**config.mk**
```make
export PLATFORM = sky130hd
export DESIGN_NAME = fetch_unit
export DESIGN_NICKNAME = d
export VERILOG_FILES = /design/src/rtl/fetch_unit_pkg.sv /design/src/rtl/fetch_pc_sel.sv /design/src/rtl/fetch_unit.sv
export SDC_FILE = /design/constraint.sdc
export NUM_CORES = 1
export LEC_CHECK = 0
export CAP_MARGIN = 10
export CORE_AREA = 2 2 126 128
export DETAILED_ROUTE_END_ITERATION = 8
export DIE_AREA = 0 0 128 130
export GPL_TIMING_DRIVEN = 0
export PLACE_DENSITY = 0.79
export SLEW_MARGIN = 20
export SYNTH_ARGS = -nofsm -noshare
export SYNTH_HDL_FRONTEND = slang
export SYNTH_SLANG_ARGS = --single-unit
```
**constraint.sdc**
```tcl
create_clock -name clk -period 6.6 [get_ports clk]
set_clock_uncertainty 0.2 [all_clocks]
set_input_delay 1.65 -clock clk [delete_from_list [all_inputs] [get_ports clk]]
set_output_delay 1.65 -clock clk [all_outputs]
set_load 0.01 [all_outputs]
```
**src/rtl/fetch_unit_pkg.sv**
```systemverilog
// Shared constants and state encoding for the instruction fetch stage.
package fetch_unit_pkg;

  localparam logic [31:0] NOP_INSN = 32'h0000_0013;  // ADDI x0,x0,0
  localparam logic [31:0] PC_STEP  = 32'd4;

  typedef enum logic [1:0] {
    FsBoot,
    FsRun,
    FsFault
  } fetch_state_e;

  function automatic logic misaligned(input logic [31:0] addr);
    return addr[1:0] != 2'b00;
  endfunction

endpackage

```
**src/rtl/fetch_pc_sel.sv**
```systemverilog
// Fetch address priority mux (redirect > stall > sequential) and next-PC calculation.
module fetch_pc_sel
  import fetch_unit_pkg::*;
(
  input  logic        redirect_valid,
  input  logic [31:0] redirect_pc,
  input  logic        stall,
  input  logic [31:0] pc_q,
  input  logic [31:0] pc_if,
  output logic [31:0] imem_addr,
  output logic [31:0] pc_q_next,
  output logic [31:0] pc_if_next
);

  always_comb begin
    imem_addr  = pc_q;
    pc_if_next = pc_q;
    pc_q_next  = pc_q + PC_STEP;
    if (redirect_valid) begin
      imem_addr  = redirect_pc;
      pc_if_next = redirect_pc;
      pc_q_next  = redirect_pc + PC_STEP;
    end else if (stall) begin
      // Re-read the current word so imem_rdata stays stable while held.
      imem_addr  = pc_if;
      pc_if_next = pc_if;
      pc_q_next  = pc_q;
    end
  end

endmodule

```
**src/rtl/fetch_unit.sv**
```systemverilog
// Instruction fetch stage: owns the PC, drives synchronous-read imem, handles
// stall, redirect with wrong-path squash, and a sticky misaligned-target fault.
module fetch_unit
  import fetch_unit_pkg::*;
#(
  parameter logic [31:0] RESET_PC = 32'h0000_0000
) (
  input  logic        clk,
  input  logic        rst,
  input  logic        stall,
  input  logic        redirect_valid,
  input  logic [31:0] redirect_pc,
  output logic [31:0] imem_addr,
  input  logic [31:0] imem_rdata,
  output logic [31:0] ir,
  output logic [31:0] pc1,
  output logic        fetch_valid,
  output logic        fault,
  output logic [31:0] fetch_count
);

  fetch_state_e state_q, state_d;
  logic [31:0]  pc_q, pc_d;
  logic [31:0]  pc_if_q, pc_if_d;
  logic         if_v_q, if_v_d;
  logic         fault_q, fault_d;
  logic [31:0]  count_q;
  logic [31:0]  addr_q;

  logic [31:0]  sel_addr, pc_q_next, pc_if_next;

  fetch_pc_sel u_pc_sel (
    .redirect_valid (redirect_valid),
    .redirect_pc    (redirect_pc),
    .stall          (stall),
    .pc_q           (pc_q),
    .pc_if          (pc_if_q),
    .imem_addr      (sel_addr),
    .pc_q_next      (pc_q_next),
    .pc_if_next     (pc_if_next)
  );

  always_comb begin
    state_d     = state_q;
    pc_d        = pc_q;
    pc_if_d     = pc_if_q;
    if_v_d      = if_v_q;
    fault_d     = fault_q;
    imem_addr   = sel_addr;
    ir          = NOP_INSN;
    pc1         = pc_if_q;
    fetch_valid = 1'b0;
    case (state_q)
      FsBoot: begin
        imem_addr = RESET_PC;
        pc_if_d   = RESET_PC;
        pc_d      = RESET_PC + PC_STEP;
        if_v_d    = 1'b1;
        state_d   = FsRun;
      end
      FsRun: begin
        // The instruction on imem_rdata during a redirect is wrong-path: squash it.
        fetch_valid = if_v_q & ~redirect_valid;
        ir          = fetch_valid ? imem_rdata : NOP_INSN;
        if (redirect_valid && misaligned(redirect_pc)) begin
          fault_d = 1'b1;
          if_v_d  = 1'b0;
          state_d = FsFault;
        end else begin
          pc_d    = pc_q_next;
          pc_if_d = pc_if_next;
          if (redirect_valid) begin
            if_v_d = 1'b1;
          end
        end
      end
      FsFault: begin
        imem_addr = addr_q;
      end
      default: begin
        state_d = FsBoot;
      end
    endcase
  end

  always_ff @(posedge clk or posedge rst) begin
    if (rst) begin
      state_q <= FsBoot;
      pc_q    <= RESET_PC + PC_STEP;
      pc_if_q <= RESET_PC;
      if_v_q  <= 1'b0;
      fault_q <= 1'b0;
      count_q <= 32'd0;
      addr_q  <= RESET_PC;
    end else begin
      state_q <= state_d;
      pc_q    <= pc_d;
      pc_if_q <= pc_if_d;
      if_v_q  <= if_v_d;
      fault_q <= fault_d;
      addr_q  <= imem_addr;
      if (fetch_valid && !stall) begin
        count_q <= count_q + 32'd1;
      end
    end
  end

  assign fault       = fault_q;
  assign fetch_count = count_q;

endmodule

```
## Yosys cells after proc, flatten, opt, wreduce, memory -nomap -nowiden

Index checks and enable logic that the tools add are counted.

- Input port bits: 68
- Word-level logic and storage cells: 47
- Output and inout port bits: 130
- Bits in registers: 132

- Eq/ne operators: 6
- Mux-type cells: 17
- Add/sub/neg operators: 3
- Reduce and logical (&&, ||, !) cells: 11
- Bitwise operators: 3

Operator list:

| operator | number |
|---|---|
| $mux W32 | 8 |
| $pmux W32 S2 | 3 |
| $add A32 B3 Y32 const B | 2 |
| $add A32 B1 Y32 const B | 1 |
| $reduce_and A2 Y1 | 4 |
| $ne A3 B3 Y1 const B | 2 |
| $pmux W2 S3 | 1 |
| $ne A2 B2 Y1 const B | 2 |
| $reduce_bool A2 Y1 | 2 |
| $mux W1 | 3 |
| $reduce_and A3 Y1 | 1 |
| $eq A2 B1 Y1 const B | 1 |
| $eq A2 B2 Y1 const B | 1 |
| $logic_and A1 B1 Y1 | 2 |
| $logic_not A2 Y1 | 1 |
| $mux W2 | 1 |
| $not A1 Y1 | 2 |
| $pmux W1 S2 | 1 |
| $and A1 B1 Y1 | 1 |
| $logic_not A1 Y1 | 1 |

## Depth between registers and ports, before layout

- Word-level depth: 5
- Gate-level depth with buffers: 12
- Gate-level depth less buffers: 7

## By module

Synthesis repeated with hierarchy kept, for this count alone.

- Cells, all modules: 784
- Area total of the unflattened synthesis: 7639.8 µm²

By module, submodules not included:

| module | sequential area each (µm²) | instances | cells an instance | area each (µm²) |
|---|---|---|---|---|
| fetch_unit | 3304.4 | 1 | 426 | 5243.8 |
| fetch_pc_sel | 0.0 | 1 | 358 | 2396.0 |

## Worst setup path before layout

Ideal clock, no wire load.

- Path kind: input to output
- Start: in redirect_valid
- End: out imem_addr[6]
- Path buffers: 5
- Path slack: 1.543 ns
- Arrival time: 3.207 ns
- Stages on the path: 7
- Data required time: 4.750 ns
- Cells stage by stage: buf_4 buf_2 buf_2 clkbuf_1 clkbuf_1 o21ai_0 mux2i_1

- Word-level cells in the longest chain between the ends: 2

Ends and longest elaborated chain:

| what | RTL line | source |
|---|---|---|
| from (decl) | fetch_unit.sv:11 | `input logic redirect_valid,` |
| $mux W32 | - |  |
| $pmux W32 S2 | fetch_unit.sv:53 | `case (state_q)` |
| to (decl) | fetch_unit.sv:13 | `output logic [31:0] imem_addr,` |

Every way passes these cells.

## Final worst setup path

- Start: in redirect_valid
- End: out imem_addr[13]

Same word-level chain as after synthesis.

==> flow_summary.html <==
<table>
<tr><th>Metric</th><th>Value</th></tr>
<tr><th colspan="2">Layout</th></tr>
<tr><td>Area growth from synthesis to layout</td><td>40.2%</td></tr>
<tr><td>Final-stage net count</td><td>1,073</td></tr>
<tr><td>Number of diodes</td><td>0</td></tr>
<tr><td>Leading cell type in the layout, fill and taps excluded</td><td>sky130_fd_sc_hd__clkdlybuf4s50_1</td></tr>
<tr><td>Final cell count without fillers</td><td>1,207</td></tr>
<tr><td>Layout cell share with drive strength beyond 1</td><td>6.01%</td></tr>
<tr><td>Number of fillers in the final layout</td><td>1,257</td></tr>
<tr><td>Most frequent cells in the layout</td><td>sky130_fd_sc_hd__clkdlybuf4s50_1, sky130_fd_sc_hd__dfrtp_1, sky130_fd_sc_hd__nand2_1</td></tr>
<tr><th colspan="2">Clocking</th></tr>
<tr><td>Clock Latency Late Sink</td><td>430 ps</td></tr>
<tr><td>CTS tree</td><td>yes</td></tr>
<tr><td>Count of hold-fix buffers inserted at cts</td><td>0</td></tr>
<tr><td>Clock sink count</td><td>132</td></tr>
<tr><td>Library cell used as clock root buffer</td><td>sky130_fd_sc_hd__clkbuf_16</td></tr>
<tr><td>Clock-pin transition on the worst setup and hold timing paths</td><td>about 50 ps</td></tr>
<tr><td>Post-CTS setup buffers</td><td>0</td></tr>
<tr><td>Total clock buffers created by CTS</td><td>17</td></tr>
<tr><td>Clk buf depth</td><td>2</td></tr>
<tr><td>Number of levels the H-tree was split into</td><td>4</td></tr>
<tr><th colspan="2">Die</th></tr>
<tr><td>Effective utilization at floorplan</td><td>47.3%</td></tr>
<tr><td>Num ports</td><td>198</td></tr>
<tr><td>Floorplan die width</td><td>128 µm</td></tr>
<tr><td>Chip height</td><td>~130 µm</td></tr>
<tr><td>Core footprint</td><td>15,400 µm²</td></tr>
<tr><td>Die area</td><td>roughly 17,000 µm²</td></tr>
<tr><td>Placement Rows</td><td>46</td></tr>
<tr><th colspan="2">Synth</th></tr>
<tr><td>Netlist area before placement</td><td>~7300 µm²</td></tr>
<tr><td>Flip-flop and latch count after synthesis</td><td>about 130</td></tr>
<tr><td>Flip-flop cell with the highest count after synthesis</td><td>sky130_fd_sc_hd__dfrtp_1</td></tr>
<tr><td>Average footprint of a synthesized cell</td><td>about 9 µm²</td></tr>
<tr><td>Async SR Flop Fraction</td><td>100%</td></tr>
<tr><td>Synth Instances</td><td>788</td></tr>
<tr><td>Count of flip-flops with a built-in enable after synthesis</td><td>0</td></tr>
<tr><td>Leading post-synthesis cells by cell area</td><td>sky130_fd_sc_hd__dfrtp_1, sky130_fd_sc_hd__mux2i_1, sky130_fd_sc_hd__nand2_1, sky130_fd_sc_hd__o21ai_0, sky130_fd_sc_hd__xnor2_1</td></tr>
<tr><td>Register area share after synthesis</td><td>45.3%</td></tr>
<tr><td>Distinct cell type count after synthesis</td><td>57</td></tr>
<tr><td>Cell taking the most area after synthesis</td><td>sky130_fd_sc_hd__dfrtp_1</td></tr>
<tr><td>Synthesized netlist net count</td><td>858</td></tr>
<tr><td>Synth top area share</td><td>44.9%</td></tr>
<tr><td>Yosys warning total</td><td>0</td></tr>
<tr><th colspan="2">Setup path</th></tr>
<tr><td>Setup Crit Path Kind</td><td>in -&gt; out</td></tr>
<tr><td>Arrival time worst endpoint</td><td>about 4500 ps</td></tr>
<tr><td>Kind of launch point of the worst setup path</td><td>primary input</td></tr>
<tr><td>Crit-path max FO</td><td>19</td></tr>
<tr><td>Req. time, crit path</td><td>4750 ps</td></tr>
<tr><td>CP Capture Type</td><td>output pin</td></tr>
<tr><th colspan="2">STA</th></tr>
<tr><td>Post-route worst hold slack</td><td>~280 ps</td></tr>
<tr><td>Min cycle time layout</td><td>6360 ps</td></tr>
<tr><td>Setup repair after global routing missed its margin</td><td>false</td></tr>
<tr><td>Number of pins exceeding their max-slew limit in the final report</td><td>0</td></tr>
<tr><td>Final Hold Vio Count</td><td>0</td></tr>
<tr><td>Worst setup margin</td><td>244 ps</td></tr>
<tr><td># setup viols final</td><td>0</td></tr>
<tr><td>Fmax</td><td>157 MHz</td></tr>
<tr><td>Slew at the pin closest to its max-slew limit</td><td>between 1000 and 1500 ps</td></tr>
<tr><td>Relative slew slack</td><td>24.4%</td></tr>
<tr><td>Fraction of the cycle the final worst path needs</td><td>96.3%</td></tr>
<tr><th colspan="2">Global route</th></tr>
<tr><td>Pin count of the biggest net entering global routing</td><td>76</td></tr>
<tr><td>GRT Residual Overflow</td><td>0</td></tr>
<tr><td>Global-route met3 utilization</td><td>under 10%</td></tr>
<tr><td>Overall global routing resource usage</td><td>30.1%</td></tr>
<tr><td>Met2 routing resource usage after global routing</td><td>about half</td></tr>
<tr><td>Initial antenna violation count</td><td>0</td></tr>
<tr><td>Routing layer with the top usage in global route</td><td>met2</td></tr>
<tr><td>Via count of the first global-routing pass</td><td>6,994</td></tr>
<tr><td>Wire length of the first global-routing pass</td><td>38.2 mm</td></tr>
<tr><td>Grt met1 use</td><td>between 30% and 40%</td></tr>
<tr><th colspan="2">Placement</th></tr>
<tr><td>Placed cell count</td><td>1,177</td></tr>
<tr><td>IO Port Bufs</td><td>196</td></tr>
<tr><td>Global placement routability congestion</td><td>0.953</td></tr>
<tr><td>HPWL Detailed</td><td>17.7 mm</td></tr>
<tr><td>Placement-stage worst setup slack</td><td>-554 ps</td></tr>
<tr><th colspan="2">Routing</th></tr>
<tr><td>Number of vias in the routed layout</td><td>7,076</td></tr>
<tr><td>Aggregate routed wire length</td><td>24.4 mm</td></tr>
<tr><td>Iter 0 DRT Violations</td><td>678</td></tr>
<tr><td>Average wire length per cell after detail routing</td><td>just over 20 µm</td></tr>
<tr><td>Detailed-route DRC error count</td><td>0</td></tr>
<tr><td>Average via count per standard cell</td><td>between 5 and 6</td></tr>
<tr><td>Count of nets left with antenna violations after detail routing</td><td>0</td></tr>
<tr><td>Number of detailed-routing iterations run before antenna repair</td><td>9</td></tr>
<tr><th colspan="2">Power and ir drop</th></tr>
<tr><td>Worst IR Drop VDD</td><td>0.195 mV</td></tr>
<tr><td>Cell area power density</td><td>approximately 360 nW/µm²</td></tr>
<tr><td>Leakage</td><td>4.35 nW</td></tr>
<tr><th colspan="2">Min path</th></tr>
<tr><td>Worst hold path class</td><td>reg -&gt; reg</td></tr>
<tr><th colspan="2">Outcome</th></tr>
<tr><td>Result of the run</td><td>finished clean</td></tr>
<tr><th colspan="2">Flow run</th></tr>
<tr><td>Number of violations of the max-capacitance limit</td><td>0</td></tr>
</table>
[Yosys cell counts, types with 3 or more instances]
| library cell | count |
|---|---|
| sky130_fd_sc_hd__a211oi_1 | 4 |
| sky130_fd_sc_hd__a21o_1 | 5 |
| sky130_fd_sc_hd__a21oi_1 | 39 |
| sky130_fd_sc_hd__a22o_1 | 14 |
| sky130_fd_sc_hd__a22oi_1 | 10 |
| sky130_fd_sc_hd__a31oi_1 | 3 |
| sky130_fd_sc_hd__and2_1 | 34 |
| sky130_fd_sc_hd__and3_1 | 11 |
| sky130_fd_sc_hd__and4_1 | 5 |
| sky130_fd_sc_hd__buf_1 | 7 |
| sky130_fd_sc_hd__buf_2 | 4 |
| sky130_fd_sc_hd__clkbuf_1 | 30 |
| sky130_fd_sc_hd__dfrtp_1 | 131 |
| sky130_fd_sc_hd__inv_1 | 12 |
| sky130_fd_sc_hd__mux2_2 | 4 |
| sky130_fd_sc_hd__mux2i_1 | 64 |
| sky130_fd_sc_hd__nand2_1 | 109 |
| sky130_fd_sc_hd__nand2b_1 | 7 |
| sky130_fd_sc_hd__nand3_1 | 29 |
| sky130_fd_sc_hd__nand3b_1 | 9 |
| sky130_fd_sc_hd__nand4_1 | 16 |
| sky130_fd_sc_hd__nor2_1 | 49 |
| sky130_fd_sc_hd__nor2b_1 | 4 |
| sky130_fd_sc_hd__nor3_1 | 13 |
| sky130_fd_sc_hd__o211ai_1 | 6 |
| sky130_fd_sc_hd__o21ai_0 | 71 |
| sky130_fd_sc_hd__o22ai_1 | 6 |
| sky130_fd_sc_hd__or2_2 | 3 |
| sky130_fd_sc_hd__xnor2_1 | 37 |
| sky130_fd_sc_hd__xor2_1 | 19 |
[kinds of logic (layout without fill, tap and decap cells)]
| kind of cell | Yosys count | count (layout) | share of synthesized area, % |
|---|---|---|---|
| buffers and inverters | 56 | 283 | 3.15 |
| adder cells (fa/ha/maj) | 2 | 2 | 0.343 |
| flip-flops | 132 | 132 | 45.3 |
| XOR/XNOR | 56 | 56 | 6.72 |
| multiplexers | 68 | 68 | 9.39 |
| AO/OA/AOI/OAI | 172 | 172 | 14.3 |
| AND/OR/NAND/NOR | 302 | 302 | 20.8 |
[metrics by stage]
step                      area (µm²)  TNS (ps)  power, mW  utilization, %
after floorplan                 7300         0       1.84               -
after global placement          9500    -99070       2.51            61.6
after detailed placement        9540     -9060       2.54            61.8
after CTS                      10200         0       3.65            66.4
after global routing           10200         0       3.83            66.4
final                          10200         0       3.66            66.4
[state kept, by name, summed over array words and instances, names as in the netlist]
signal and count:
fault 1, pc_q 32, pc1 32, state_q 2, if_v_q 1, fetch_count 32, addr_q 32
[report_power, final]
group          switching (mW)  total, mW  internal [mW]
registers               0.189       1.21           1.02
clock network           0.381       1.11          0.728
logic                   0.725       1.34          0.615
[area by class of cell]
class                   instances  area [µm²]  share of cell area [%]
clock inverters                12         225                    2.20
flip-flops and latches        132        3300                    32.3
clock buffers                  19         453                    4.42
inverters                      12        52.6                   0.513
repair buffers                197        1990                    19.4
well taps                     192         240                    2.35
multi-input cells             600        3760                    36.8
plain buffers                  43         208                    2.03
[final timing paths]
check / from / end / slack (ps) / depth (start not counted)
max reg2reg: pc_q[2] / pc_q[30] / 3320 / 7
max in group asynchronous: rst / pc1[17] / 4030 / 3
min: fetch_count[31] / fetch_count[31] / 280 / 1
min in group asynchronous: rst / fetch_count[13] / 1440 / 2
max: redirect_valid / imem_addr[13] / 240 / 10
min reg2reg: fetch_count[31] / fetch_count[31] / 280 / 1
[per-layer routing]
metal	share of wire, %	up-vias	wire length [µm]
li1	-	3214	-
met1	39	3349	9550
met2	46	432	11300
met3	10	81	2440
met4	4.5	0	1100
met5	0	-	0
[critical path, stage by stage]
cell and delay, ps:
sky130_fd_sc_hd__clkdlybuf4s50_1 640, sky130_fd_sc_hd__buf_4 320, sky130_fd_sc_hd__clkbuf_4 280, sky130_fd_sc_hd__clkbuf_4 260, sky130_fd_sc_hd__clkbuf_4 280, sky130_fd_sc_hd__nand2_1 80, sky130_fd_sc_hd__o21ai_0 180, sky130_fd_sc_hd__nand2_1 90
sky130_fd_sc_hd__o21ai_0 110, sky130_fd_sc_hd__clkdlybuf4s50_1 600
[repair_timing]
action	4_1_cts	5_1_grt
endpoints found under the setup margin	27	19
resized for setup	13	3
cloned	0	0
Note: power is estimated with default switching activity, not from simulation.
==> edit 1: new RTL, same settings <==
Encoding of `fetch_state_e`: now one-hot (3 bits for 3 states).
--- a/src/rtl/fetch_unit_pkg.sv
+++ b/src/rtl/fetch_unit_pkg.sv
@@ -6,6 +6,6 @@
 
-  typedef enum logic [1:0] {
-    FsBoot,
-    FsRun,
-    FsFault
+  typedef enum logic [2:0] {
+    FsBoot  = 3'b001,
+    FsRun   = 3'b010,
+    FsFault = 3'b100
   } fetch_state_e;
Function: same outputs for any inputs over 4 cycles, from zero or initial values and one cycle with rst high; so few cycles prove little.
==> edit 1 against the unedited design <==
- die area unchanged
- sequential cell count increased by 1
- wire length decreased by 1.4%
- synthesized cell count increased by 2.3%
- area after synthesis about the same
- power decreased by 8.2%
- cell area decreased by 0.70%
- setup slack got worse by 0.11 ns
- critical endpoint is now imem_addr[8]
==> edit 1: results (changes against the unedited design) <==
Yosys attributes the largest share of cell area to sky130_fd_sc_hd__dfrtp_1 (45%), sky130_fd_sc_hd__o21ai_0 (6.4%), sky130_fd_sc_hd__nand2_1 (5.6%). The run gives 28.9% (-1.2 points) as the total global routing track utilization. The ratio of cells with drive above 1 in the final layout works out to 7.34% (+1.3 points). The logs give 21 (+8) for the count of instances resized after the clock tree is built and 17 (unchanged) for the CTS buffer count. The logs give 0 (unchanged) for the final antenna diode count and 6.64% (-1.4 points) for the met3 demand-to-capacity share in global routing. Length of routed wiring on met1: 10.1 mm (+5.5%). The proportion of synthesized chip area in sequential cells was 45.6% (+0.34 points). Class of the worst hold path: register to register. The biggest fanout along the worst timing path was 10 (-9); the maximum number of pins on one net before global-route repair was 71 (-6.6%). The post-synthesis cell type count is 60 (+5.3%), and the placed wire-length estimate after detailed placement is 17.4 mm (-2.1%). The non-filler instance count after layout was 1,227 (+1.7%). Static leakage: 4.30 nW (-1.3%).

The tools report the number of detailed-route iterations in the first pass as 7 (-2). In the synthesized netlist, the cells that appear most often are sky130_fd_sc_hd__dfrtp_1 (131), sky130_fd_sc_hd__nand2_1 (108), sky130_fd_sc_hd__o21ai_0 (94), sky130_fd_sc_hd__nor2_1 (66), sky130_fd_sc_hd__a21oi_1 (48). For the global-route track usage on met1, the log shows 39.6% (+3.0 points).

The fraction of registers with async set/reset was 100% (unchanged); the mean instance size in the synthesized netlist was 9.06 sq um (-2.2%). The cell sitting at the root of the clock tree is a sky130_fd_sc_hd__clkbuf_16. The tools report the source-to-sink clock delay at the later pin of the worst-skew pair as 0.43 ns (about the same). Top cell family by delay on the critical path: buffers and inverters.

The global-route wire length before repair was 37.1 mm (-2.9%). The logs give 4.61 ns (+0.10 ns) for the signal arrival time at the worst endpoint and 7,156 (+1.1%) for the vias after detailed routing. The number of synthesis warnings is 0 (unchanged), and the number of global-route vias before repair is 6,828 (-2.4%). The tools report the number of nets in the synthesized netlist as 876 (+2.1%). The logs give 2 (unchanged) for the worst-case clock buffer depth and 29.3% (+4.9 points) for the max-slew headroom at the worst pin. The delay contributed by the slowest stage of the critical path came out at 0.60 ns (-0.04 ns).

Fraction of met2 tracks used by global routing: 44.9% (-4.1 points). The run finished with clean final reports. The met2 routed wirelength is 11.3 mm (+0.23%). Among all flip-flop cells after synthesis, the most frequent one is sky130_fd_sc_hd__dfrtp_1. The routed length per instance is 19.6 um (-3.0%).

Starting DRC count in detailed routing: 782 (+15%). The run gives 1,275 (+1.4%) as the number of filler instances in the final layout. The tools report the total length of routed met3 wires as 1.95 mm (-20%). The number of setup buffers added after CTS is 0 (unchanged).

The deepest level of the CTS H-tree was 4 (unchanged); the worst vdd rail ir drop was 0.000214 V (+9.7%). Highest metal layer with signal wires: met4. The count of input and output buffers was 196 (unchanged). The number of nets in the layout came out at 1,092 (+1.8%). The placer congestion estimate is 0.988 (+3.7%).
edit 1: cell type report:
class                      instances  area share (%)
tap                              192            2.36
clock inverter                    15            1.29
timing repair buffer             198            19.6
inverter                           8           0.369
buffer                            46            2.34
sequential                       133            32.8
multi-input combinational        618            37.0
clock buffer                      17            4.18
edit 1: report_power, final:
part | total (W) | leakage (nW) | switching (W) | internal (W)
clock | 0.000897 | 0.262 | 0.000380 | 0.000518
sequential | 0.00121 | 1.78 | 0.000177 | 0.00103
combinational | 0.00126 | 2.25 | 0.000701 | 0.000556
edit 1: cells by family (layout without fill, tap and decap cells):
kind of cell    count (synthesis)  in the layout  share of synthesized area [%]
xor+xnor                       57             57                           6.84
flops                         133            133                           45.6
buf+inv                        55            284                           3.19
fa+ha+maj                       2              2                          0.343
mux                            46             46                           6.41
compound gates                200            200                           16.1
simple gates                  313            313                           21.5
edit 1: worst paths after layout:
| path | from | end | slack, ns | depth (start not counted) |
|---|---|---|---|---|
| worst max-delay path | redirect_valid | imem_addr[8] | 0.14 | 10 |
| worst min-delay path | fetch_count[31] | fetch_count[31] | 0.28 | 1 |
| worst max register to register | pc_q[2] | pc_q[28] | 3.29 | 8 |
| worst min register to register | fetch_count[31] | fetch_count[31] | 0.28 | 1 |
| max in group asynchronous | rst | pc1[10] | 4.04 | 3 |
| min in group asynchronous | rst | fetch_count[17] | 1.46 | 2 |
edit 1: per-stage QoR:
| stage | worst slack (ns) | util [%] | area, sq um |
|---|---|---|---|
| floorplan | 1.20 | - | 7300 |
| global placement | -0.716 | 61.6 | 9510 |
| detailed placement | -0.624 | 61.9 | 9550 |
| CTS | 0.109 | 65.8 | 10100 |
| global route | -0.00617 | 65.9 | 10200 |
| finish | 0.139 | 65.9 | 10200 |
==> edit 2: new RTL, same flow settings <==
Made on the original files. Reset style: synchronous (`rst`), changed in one clocked block.
--- a/src/rtl/fetch_unit.sv
+++ b/src/rtl/fetch_unit.sv
@@ -85,3 +85,3 @@
 
-  always_ff @(posedge clk or posedge rst) begin
+  always_ff @(posedge clk) begin
     if (rst) begin
Function: differs if rst is asserted again (counterexample within 4 cycles, from zero or initial values and one cycle with rst high); with rst held inactive, the same outputs for 4 cycles.
==> edit 2 against the unedited design <==
- final cell count is 5.1% higher
- count of clock-buffer cells in the layout up 1
- area after synthesis is 2.1% lower
- critical path depth down 1
- non-clock buffer count up 13
- die area unchanged
- cell area is 1.7% lower
- sequential cell count is the same
- wire length increased by 1.4%
- setup slack got worse by 0.12 ns
- core utilization shrank 1.2 points
Power is not compared: it rests on default switching activity, and its combinational part moved more than twofold at a synthesized area within 25%.
==> edit 2: results (changes against the unedited design) <==
The run finished with clean final reports. The fraction of met2 tracks used by global routing was 49.8% (+0.82 points); the count of instances resized after the clock tree is built was 0 (-13). The fraction of registers with async set/reset was 0% (-100 points); the slew at the pin closest to its max-slew limit was 1.08 ns (-0.0550 ns).

The number of nets in the synthesized netlist came out at 917 (+6.9%). The logs give 1,236 (+5.0%) for the number of instances in the placed design and 36.4% (-0.28 points) for the global-route track usage on met1. The number of cells on the worst reg-to-reg path is 10 (+3), and the wire length after detailed routing is 24.7 mm (+1.4%). The maximum number of pins on one net before global-route repair was 17 (-78%); the worst setup margin was 0.125 ns (-0.119 ns). The total global routing track utilization is 29.6% (-0.53 points), and the biggest fanout along the worst timing path is 10 (-9).

The endpoint of the worst hold-timing path was pc_q[1]. The delay contributed by the slowest stage of the critical path came out at 0.68 ns (+0.04 ns). The instance area at placement is 9360 sq um (-1.8%), and the non-filler instance count after layout is 1,268 (+5.1%). The startpoint identified for the worst register-to-register timing path is pc_q[2]. Placed wire-length estimate after detailed placement: 18.3 mm (+3.5%). Ranked by total cell area, the synthesized netlist is headed by sky130_fd_sc_hd__dfxtp_1 (37%), sky130_fd_sc_hd__and2_1 (6.1%), sky130_fd_sc_hd__mux2i_1 (4.9%). The adder and majority gate portion of the synthesized area is 0.350% (+0.0072 points), and the global-route wire length before repair is 38.2 mm (about the same). The post-synthesis cell type count is 76 (+33%), and the number of detailed-route iterations in the first pass is 6 (-3).

The ratio of cells with drive above 1 in the final layout is 6.97% (+0.96 points). Capture point of the worst path: imem_addr[6]. The share of synthesized area spent on multiplexers was 4.90% (-4.5 points); the compound-cell area share of the yosys netlist was 21.7% (+7.4 points). The fraction of synthesized cell area in xor and xnor cells was 5.76% (-0.96 points); the length of routed wiring on met1 was 9.97 mm (+4.4%). The setup slack of the most critical reg-to-reg path is 3.92 ns (+0.60 ns).

The tools report the starting DRC count in detailed routing as 755 (+11%). The met2 routed wirelength was 11.6 mm (+3.1%); the worst hold-check slack was 0.264 ns (-0.0129 ns).
-- edit 2: changes by cell type in the layout (fill, tap and decap cells not counted), moves of 13 or more --
cell and change:
sky130_fd_sc_hd__dfrtp_1 -131, sky130_fd_sc_hd__xnor2_1 -16, sky130_fd_sc_hd__clkbuf_1 +13, sky130_fd_sc_hd__a21oi_1 -15
sky130_fd_sc_hd__a22oi_1 +29, sky130_fd_sc_hd__mux2i_1 -29, sky130_fd_sc_hd__dfxtp_1 +132, sky130_fd_sc_hd__nor2_1 +28
sky130_fd_sc_hd__nand2_1 -30, sky130_fd_sc_hd__a22o_1 +20, sky130_fd_sc_hd__and2_1 +36
-- edit 2: cell type report --
class / count / area, sq um
buffer: 56 / 260
clock buffer: 20 / 467
clock inverter: 12 / 224
fill: 1266 / 5370
inverter: 11 / 41.3
multi-input combinational: 648 / 4210
sequential: 132 / 2640
tap: 192 / 240
timing repair buffer: 197 / 1970
